===== src/rtl/risc_pkg.sv =====
// Shared RV32I pipeline types: fetch FSM encoding and PC increment.
package risc_pkg;

  typedef enum logic [1:0] {
    BOOT = 2'd0,
    RUN  = 2'd1,
    TRAP = 2'd2
  } fetch_state_e;

  localparam logic [31:0] PC_INCR = 32'd4;

endpackage


===== src/rtl/fetch_redirect_ctrl_redirect_target.sv =====
// Redirect target for the EX-stage control-flow instruction plus misalignment flag.
module redirect_target
  import risc_pkg::*;
(
  input  logic        is_jalr,
  input  logic [31:0] ex_pc,
  input  logic [31:0] ex_rs1,
  input  logic [31:0] ex_imm,
  output logic [31:0] target,
  output logic        misaligned
);

  logic [31:0] base;
  logic [31:0] sum;

  always_comb begin
    base = is_jalr ? ex_rs1 : ex_pc;
    sum  = base + ex_imm;
    // JALR drops bit 0 of the computed address; B/J targets are used as-is.
    target     = is_jalr ? {sum[31:1], 1'b0} : sum;
    misaligned = target[1];
  end

endmodule


===== src/rtl/fetch_redirect_ctrl.sv =====
// PC owner for the IF stage: sequential fetch, EX-resolved redirects with flushes,
// stall/backpressure hold, and instruction-address-misaligned trap.
//
// state | meaning
// BOOT  | one idle cycle after reset, no fetch request
// RUN   | fetching; PC advances, holds, or is redirected
// TRAP  | misaligned target seen, PC parked at TRAP_VEC until exc_ack
module fetch_redirect_ctrl
  import risc_pkg::*;
#(
  parameter logic [31:0] RESET_PC = 32'h0000_0000,
  parameter logic [31:0] TRAP_VEC = 32'h0000_0100
) (
  input  logic        clk,
  input  logic        rst_n,
  input  logic        ex_valid,
  input  logic        branch_taken,
  input  logic        is_jal,
  input  logic        is_jalr,
  input  logic [31:0] ex_pc,
  input  logic [31:0] ex_imm,
  input  logic [31:0] ex_rs1,
  input  logic        stall,
  input  logic        imem_ready,
  input  logic        exc_ack,
  output logic        imem_req,
  output logic [31:0] imem_addr,
  output logic        flush_if_id,
  output logic        flush_id_ex,
  output logic        exc_valid,
  output logic [31:0] exc_tval,
  output logic [31:0] redirect_cnt
);

  fetch_state_e state_q, state_nxt;
  logic [31:0]  pc_q, pc_nxt;
  logic [31:0]  tval_q, tval_nxt;
  logic [31:0]  cnt_q, cnt_nxt;
  logic [31:0]  target;
  logic         misaligned;
  logic         redir;

  redirect_target u_redirect_target (
    .is_jalr    (is_jalr),
    .ex_pc      (ex_pc),
    .ex_rs1     (ex_rs1),
    .ex_imm     (ex_imm),
    .target     (target),
    .misaligned (misaligned)
  );

  assign redir = (state_q == RUN) & ex_valid & (branch_taken | is_jal | is_jalr);

  always_comb begin
    state_nxt   = state_q;
    pc_nxt      = pc_q;
    tval_nxt    = tval_q;
    cnt_nxt     = cnt_q;
    imem_req    = 1'b0;
    exc_valid   = 1'b0;
    flush_if_id = 1'b0;
    flush_id_ex = 1'b0;
    case (state_q)
      BOOT: state_nxt = RUN;
      RUN: begin
        imem_req    = 1'b1;
        flush_if_id = redir;
        flush_id_ex = redir;
        // A redirect replaces the PC even if the pending request was never accepted.
        if (redir) begin
          if (misaligned) begin
            pc_nxt    = TRAP_VEC;
            tval_nxt  = target;
            state_nxt = TRAP;
          end else begin
            pc_nxt = target;
            if (cnt_q != 32'hFFFF_FFFF) cnt_nxt = cnt_q + 32'd1;
          end
        end else if (!(stall || !imem_ready)) begin
          pc_nxt = pc_q + PC_INCR;
        end
      end
      TRAP: begin
        exc_valid = 1'b1;
        if (exc_ack) state_nxt = RUN;
      end
      default: state_nxt = BOOT;
    endcase
  end

  always_ff @(posedge clk) begin
    if (!rst_n) begin
      state_q <= BOOT;
      pc_q    <= RESET_PC;
      tval_q  <= 32'h0;
      cnt_q   <= 32'h0;
    end else begin
      state_q <= state_nxt;
      pc_q    <= pc_nxt;
      tval_q  <= tval_nxt;
      cnt_q   <= cnt_nxt;
    end
  end

  assign imem_addr    = pc_q;
  assign exc_tval     = tval_q;
  assign redirect_cnt = cnt_q;

endmodule


===== config.mk =====
export PLATFORM = sky130hd
export DESIGN_NAME = fetch_redirect_ctrl
export DESIGN_NICKNAME = d
export VERILOG_FILES = /design/src/rtl/risc_pkg.sv /design/src/rtl/fetch_redirect_ctrl_redirect_target.sv /design/src/rtl/fetch_redirect_ctrl.sv
export SDC_FILE = /design/constraint.sdc
export NUM_CORES = 1
export LEC_CHECK = 0
export ABC_AREA = 1
export CORE_ASPECT_RATIO = 1.2
export CORE_MARGIN = 2
export CORE_UTILIZATION = 51
export CTS_CLUSTER_SIZE = 28
export DETAILED_ROUTE_END_ITERATION = 7
export PLACE_DENSITY = 0.82
export SLEW_MARGIN = 15
export SYNTH_ARGS = -nofsm -noshare
export SYNTH_HDL_FRONTEND = slang
export SYNTH_HIERARCHICAL = 1
export SYNTH_SLANG_ARGS = --single-unit

===== constraint.sdc =====
create_clock -name clk -period 3.5 [get_ports clk]
set_clock_uncertainty 0.2 [all_clocks]
set_input_delay 1.05 -clock clk [delete_from_list [all_inputs] [get_ports clk]]
set_output_delay 1.05 -clock clk [all_outputs]
set_load 0.05 [all_outputs]

==> flow_summary.toml, run 1 <==
[clock_network]
clk_pin_slew_ps = 70
htreeDepth = 3
clock-sinks = 98
cts_buffers = 9
cts_max_path_buffers = 2
clkLatencyLatePin_ps = 350
cts_root_buffer = "clkbuf_16"
cts_tree = "built"

[layout]
stdcell_area_sq_mm = 0.0117
layout-drive-gt1-share = 0.123
num_antenna_cells = 0
nFillCells = 1432
fin_cells = 1913
multi_input_area_sq_mm = 0.00569
seq_area_sq_mm = 0.00196
final_cell_mix = "533 x nand2_1, 201 x clkdlybuf4s50_1, 178 x inv_1"
final_nets = 1835
area_growth_pct = 39.0
mostFrequentLayoutCell = "nand2_1"

[min_path]
min_path_cells = 2
hp-class = "reg2reg"

[detailed_routing]
drc_errors = 0
vias = 9961
wl_mm = 28.4
ant_nets = 0
drt_first_pass_iters = 5
wire_per_inst_microns = 14.8
via_per_inst = 5.21
drtIter0Drc = 642

[setup_path]
rr_worst_depth = 10
path_class = "in2reg"
worstPathRequired_ps = 3580
cpPeakStageDelay_ps = 340
worst_ep_arrival_time_ps = 3420
end_kind = "register"
crit_fanout = 10
crit_path_frequent_cell = "nand2_1"
critical_path.slowest_cell = "ha_1"
cp-start-kind = "input pin"
crit_path_cell_trace = "clkbuf_2, bufbuf_16, mux2_2, ha_1, nand2_1, inv_1, a21oi_1, nor2_1, nor2_1, nand4_1, nand2_1, nand2_1, nand2_1, inv_1, a21oi_1"

[power_and_ir_drop]
swShare = 0.371
pwr-share-clk = 0.273
powerDensity_mw_per_mm2 = 326
vdd_drop_max_v = 0.000266
seqPwrFrac = 0.326
p_leak_nw = 5.15
p_sw_mw = 1.42
internal-power_mw = 2.40
pwr-share-comb = 0.401

[run]
cap_violations = 0

[die]
die_h_microns = 145
pin_count = 205
num_rows = 51
fp.dieArea_sq_mm = 0.0175
start_util = 0.519
die_x_microns = 121
core_area_sq_mm = 0.0162

[synthesis]
synth_edf_count = 0
synth-compound-area-share = 0.106
synth_top_family_by_area = "simple AND/OR/NAND/NOR gates"
yosysSeqAreaShare = 0.233
synth_nets = 1578
avgSynthCellArea_sq_um = 5.85
ys_warn_count = 6
synth_xor_xnor_area_share = 0.0312
syn-cell-area_sq_mm = 0.00841
yosys.area_share.adder = 0.0515
synthArstFlopShare = 0
netlist_instances = 1439
muxShareOfSynthArea = 0.0428
synth_flop_cell = "dfxtp_1"
synth_cell_type_count = 38
synthSimpleGateAreaFrac = 0.427
ys_ff_latch = 98

[grt]
grt_pass1_wl_mm = 45.0
grt_max_degree = 56
globalRouteOverflowTotal = 0
antenna_found_initial = 0
grtUsageTotal = 0.319
grt_pass1_vias = 9355

[sta]
fmax_mhz = 300
whs_ps = 260
setup_viol = 0
hold_viol = 0
timing.final.max_slew_violations = 0
rsz0062_at_grt = "yes"
maxSlewHeadroom = 0.632
tightest_slew_ps = 550
post-route-period-util = 0.954
fin_crit_ps = 3340

[outcome]
outcome = "finished, final reports clean"

[placement]
place.gp.congestion = 1.00
dpl_cell_area_sq_mm = 0.0112
portBuffers = 204
place_inst = 1896
hpwl_mm = 22.4
-- final timing paths --
kind                            to  slack [ps]            start
setup / recovery     imem_addr[24]         160          is_jalr
hold / removal         exc_tval[4]         260      exc_tval[4]
setup reg to reg  redirect_cnt[22]        1200  redirect_cnt[0]
hold reg to reg        exc_tval[4]         260      exc_tval[4]
-- layout make-up --
| class | count | area share |
|---|---|---|
| multi-input cells | 1116 | 0.486 |
| repair buffers | 290 | 0.239 |
| flip-flops and latches | 98 | 0.168 |
| inverters | 181 | 0.0583 |
| well taps | 212 | 0.0227 |
| clock buffers | 13 | 0.0223 |
| clock inverters | 3 | 0.00396 |
-- power by group through the flow --
stage | Sequential (mW) | Clock [mW] | Combinational (mW)
detailed placement | 1.27 | 0 | 1.47
finish | 1.25 | 1.04 | 1.53
global placement | 1.27 | 0 | 1.45
floorplan | 1.45 | 0 | 0.698
CTS | 1.24 | 1.05 | 1.50
global route | 1.25 | 1.10 | 1.65
-- per-stage QoR --
| stage | setup TNS, ps | total power, mW | worst slack (ps) | util |
|---|---|---|---|---|
| 2_1_floorplan | 0 | 2.14 | 115 | - |
| 3_3_place_gp | -41730 | 2.71 | -573 | 0.692 |
| 3_5_place_dp | -46680 | 2.74 | -613 | 0.692 |
| 4_1_cts | 0 | 3.79 | 18.9 | 0.718 |
| 5_1_grt | -19.6 | 4.01 | -13.0 | 0.722 |
| 6_report | 0 | 3.82 | 162 | 0.722 |
-- flip-flops by register name (all words and copies together), names as in the netlist --
signal,count
imem_addr,32
redirect_cnt,32
state_q,2
exc_tval,32
-- kinds of logic (layout without fill, tap and decap cells) --
logic type | after synthesis | in the layout
compound gates | 161 | 161
buf+inv | 225 | 487
mux | 32 | 32
xor+xnor | 30 | 30
flops | 98 | 98
simple gates | 859 | 859
fa+ha+maj | 34 | 34
-- worst max-delay path, delay by kind of cell --
kind | cells | cell delay (ps)
muxes | 1 | 330
and+or+nand+nor | 7 | 830
AOI/OAI and AO/OA | 2 | 350
adders and majority gates | 1 | 340
buffers and inverters | 4 | 520
-- cell usage after synthesis, types with 21 or more instances --
| cell | instances | area, sq um |
|---|---|---|
| nand2_1 | 539 | 2020 |
| inv_1 | 178 | 668 |
| nor2_1 | 146 | 548 |
| nand3_1 | 104 | 521 |
| dfxtp_1 | 98 | 1960 |
| a21oi_1 | 89 | 445 |
| o21ai_0 | 40 | 200 |
| ha_1 | 33 | 413 |
| mux2_2 | 32 | 360 |
| clkbuf_1 | 22 | 82.6 |
| xor2_1 | 22 | 193 |
| nand2_2 | 21 | 131 |
-- layer usage --
metal  wire length [microns]  GRT usage  part of all wire  up-vias
met5                       0          0                 0        -
met4                    1340      0.151             0.047        0
met3                    1270     0.0255             0.045       78
met2                   14500      0.599              0.51      345
met1                   11300      0.364              0.40     4483
li1                        -          -                 -     5055
-- timing repair --
| item | in CTS | in global routing |
|---|---|---|
| resized for setup | 16 | 14 |
| hold buffers | 0 | 0 |
| endpoints found under the setup margin | 93 | 37 |
| setup buffers | 0 | 0 |
| cloned | 1 | 0 |
Power figures use the tool's default switching activity.
==> run 2, diff against run 1 <==
GPL_ROUTABILITY_DRIVEN = 0   (was default)
==> run 2 against run 1 <==
  * First-iteration DRC count grew 9.8%
  * Cell area shrank 1.6%
  * Maximum frequency shrank 0.58%
  * Non-clock buffer count down 9
  * Worst hold slack better by 1.8 ps
  * Routed wire length is 4.2% lower
  * Count of clock-buffer cells in the layout is 4 lower
  * Sequential cell count unchanged
  * Worst setup slack got worse by 20 ps
  * Sequential share of layout area up 0.27 points
  * Critical path depth fell by 9
  * Largest cell class unchanged
  * Highest routed layer unchanged
==> flow_summary.toml, run 2 (synthesized netlist as in run 1, its figures left out) <==
[clock_network]
clk_pin_slew_ps = 70
clock-sinks = 98
clkLatencyLatePin_ps = 350
cts_max_path_buffers = 2
cts_root_buffer = "clkbuf_16"
cts_setup_buffers = 0
cts_tree = "built"
cts_buffers = 9
htreeDepth = 3

[detailed_routing]
wire_per_inst_microns = 14.3
vias = 10056
drtIter0Drc = 705
drc_errors = 0
ant_nets = 0
drt_first_pass_iters = 6
via_per_inst = 5.28
wl_mm = 27.2

[layout]
layout-drive-gt1-share = 0.112
post-route-util = 0.710
stdcell_area_sq_mm = 0.0115
fin_cells = 1903
nFillCells = 1447
area_growth_pct = 36.8
final_cell_mix = "538 x nand2_1, 201 x clkdlybuf4s50_1, 178 x inv_1"
mostFrequentLayoutCell = "nand2_1"
final_nets = 1826
num_antenna_cells = 0

[setup_path]
worstPathRequired_ps = 2250
rrSetupSlack_ps = 1210
cp.buffers_inverters = 3
cp-start-kind = "input pin"
end_kind = "primary output"
crit_family = "buffers and inverters"
cpPeakStageDelay_ps = 450
rr_endpoint = "redirect_cnt[21]"
critical_path.slowest_cell = "clkdlybuf4s50_1"
crit_fanout = 3
path_class = "in2out"
crit_path_frequent_cell = "nand2_1"
worst_ep_arrival_time_ps = 2110
rr_worst_depth = 10
crit_path_cell_trace = "clkdlybuf4s50_1, nor2_1, nand2_1, nand2_1, inv_2, buf_12"
reg2reg_from = "redirect_cnt[0]"

[sta]
setup_viol = 0
hold_viol = 0
maxSlewHeadroom = 0.625
fmax_mhz = 298
tightest_slew_ps = 561
timing.final.max_slew_violations = 0
post-route-period-util = 0.959
fin_crit_ps = 3360

[die]
start_util = 0.519
fp.dieArea_sq_mm = 0.0175
die_h_microns = 145
num_rows = 51
core_area_sq_mm = 0.0162
die_x_microns = 121
pin_count = 205

[power_and_ir_drop]
vdd_drop_max_v = 0.000207
seqPwrFrac = 0.341
p_sw_mw = 1.39
powerDensity_mw_per_mm2 = 317
swShare = 0.381
pwr-share-clk = 0.253
pwr-share-comb = 0.406
internal-power_mw = 2.26
p_leak_nw = 5.08

[grt]
grt_pass1_vias = 9476
globalRouteOverflowTotal = 0
grt_max_degree = 37
antenna_found_initial = 0
grtUsageTotal = 0.306
grt_pass1_wl_mm = 43.3

[min_path]
min_path_cells = 2
hold_path_end = "exc_tval[8]"
holdCritStartpoint = "exc_tval[8]"
hp-class = "reg2reg"

[outcome]
outcome = "finished, final reports clean"

[placement]
portBuffers = 204
hpwl_mm = 21.7
place_inst = 1887
dpl_cell_area_sq_mm = 0.0111

[run]
cap_violations = 0
-- run 2: cell count changes in the layout (fill, tap and decap cells not counted), moves of 2 or more --
cell,change
buf_4,-8
nand2_1,+5
nand2_2,-5
ha_1,+4
ha_4,-3
clkbuf_1,-2
clkbuf_8,-2
clkinv_2,+2
-- run 2: worst register-to-register path, delay by kind of cell (launching register included) --
| family | cells | cell delay [ps] |
|---|---|---|
| compound gates | 1 | 160 |
| fa+ha+maj | 1 | 240 |
| buf+inv | 1 | 220 |
| flops | 1 | 450 |
| simple gates | 7 | 960 |
-- run 2: timing repair --
item,CTS,global route
hold buffers,0,0
gates cloned,1,0
gates resized for setup,4,15
hold endpoints to repair,0,0
pin swaps,0,1
endpoints found under the setup margin,60,32
-- run 2: layout make-up --
type	instances	area [sq um]	share of cell area
repair buffers	281	2710	0.236
clock inverters	6	42.5	0.00370
multi-input cells	1116	5620	0.488
flip-flops and latches	98	1960	0.170
clock buffers	9	225	0.0196
well taps	212	265	0.0231
inverters	181	679	0.0590
-- run 2: metal layers --
| metal | GRT usage | vias to the layer above | share of wire |
|---|---|---|---|
| met3 | 0.0364 | 100 | 0.061 |
| met2 | 0.564 | 445 | 0.52 |
| li1 | - | 5033 | - |
| met4 | 0.174 | 0 | 0.049 |
| met5 | 0 | - | 0 |
| met1 | 0.338 | 4478 | 0.37 |
-- run 2: power by group through the flow --
stage	combinational, mW	clock, mW	sequential (mW)
floorplan	0.698	0	1.45
global placement	1.42	0	1.27
detailed placement	1.44	0	1.27
CTS	1.45	0.941	1.24
global route	1.61	0.980	1.25
finish	1.48	0.923	1.25
-- run 2: through the flow --
stage          setup TNS, ps  worst slack, ps  power (mW)  hold WS (ps)
3_3_place_gp          -35660             -532        2.69           250
5_1_grt                -21.3            -11.2        3.84           288
2_1_floorplan              0              115        2.14           285
6_report                   0              143        3.65           262
4_1_cts                    0             43.1        3.64           264
3_5_place_dp          -39810             -651        2.71           255
-- run 2: worst max-delay path by stage --
| stage | from | to | slack (ps) | depth (start not counted) |
|---|---|---|---|---|
| final | is_jal | flush_id_ex | 140 | 6 |
| after global routing | is_jalr | imem_addr[30] | -10 | 17 |
| after CTS | is_jalr | imem_addr[26] | 40 | 17 |
| after detailed placement | is_jalr | imem_addr[16] | -650 | 15 |
| after global placement | is_jalr | imem_addr[29] | -530 | 18 |
| after floorplan | is_jalr | imem_addr[21] | 110 | 17 |
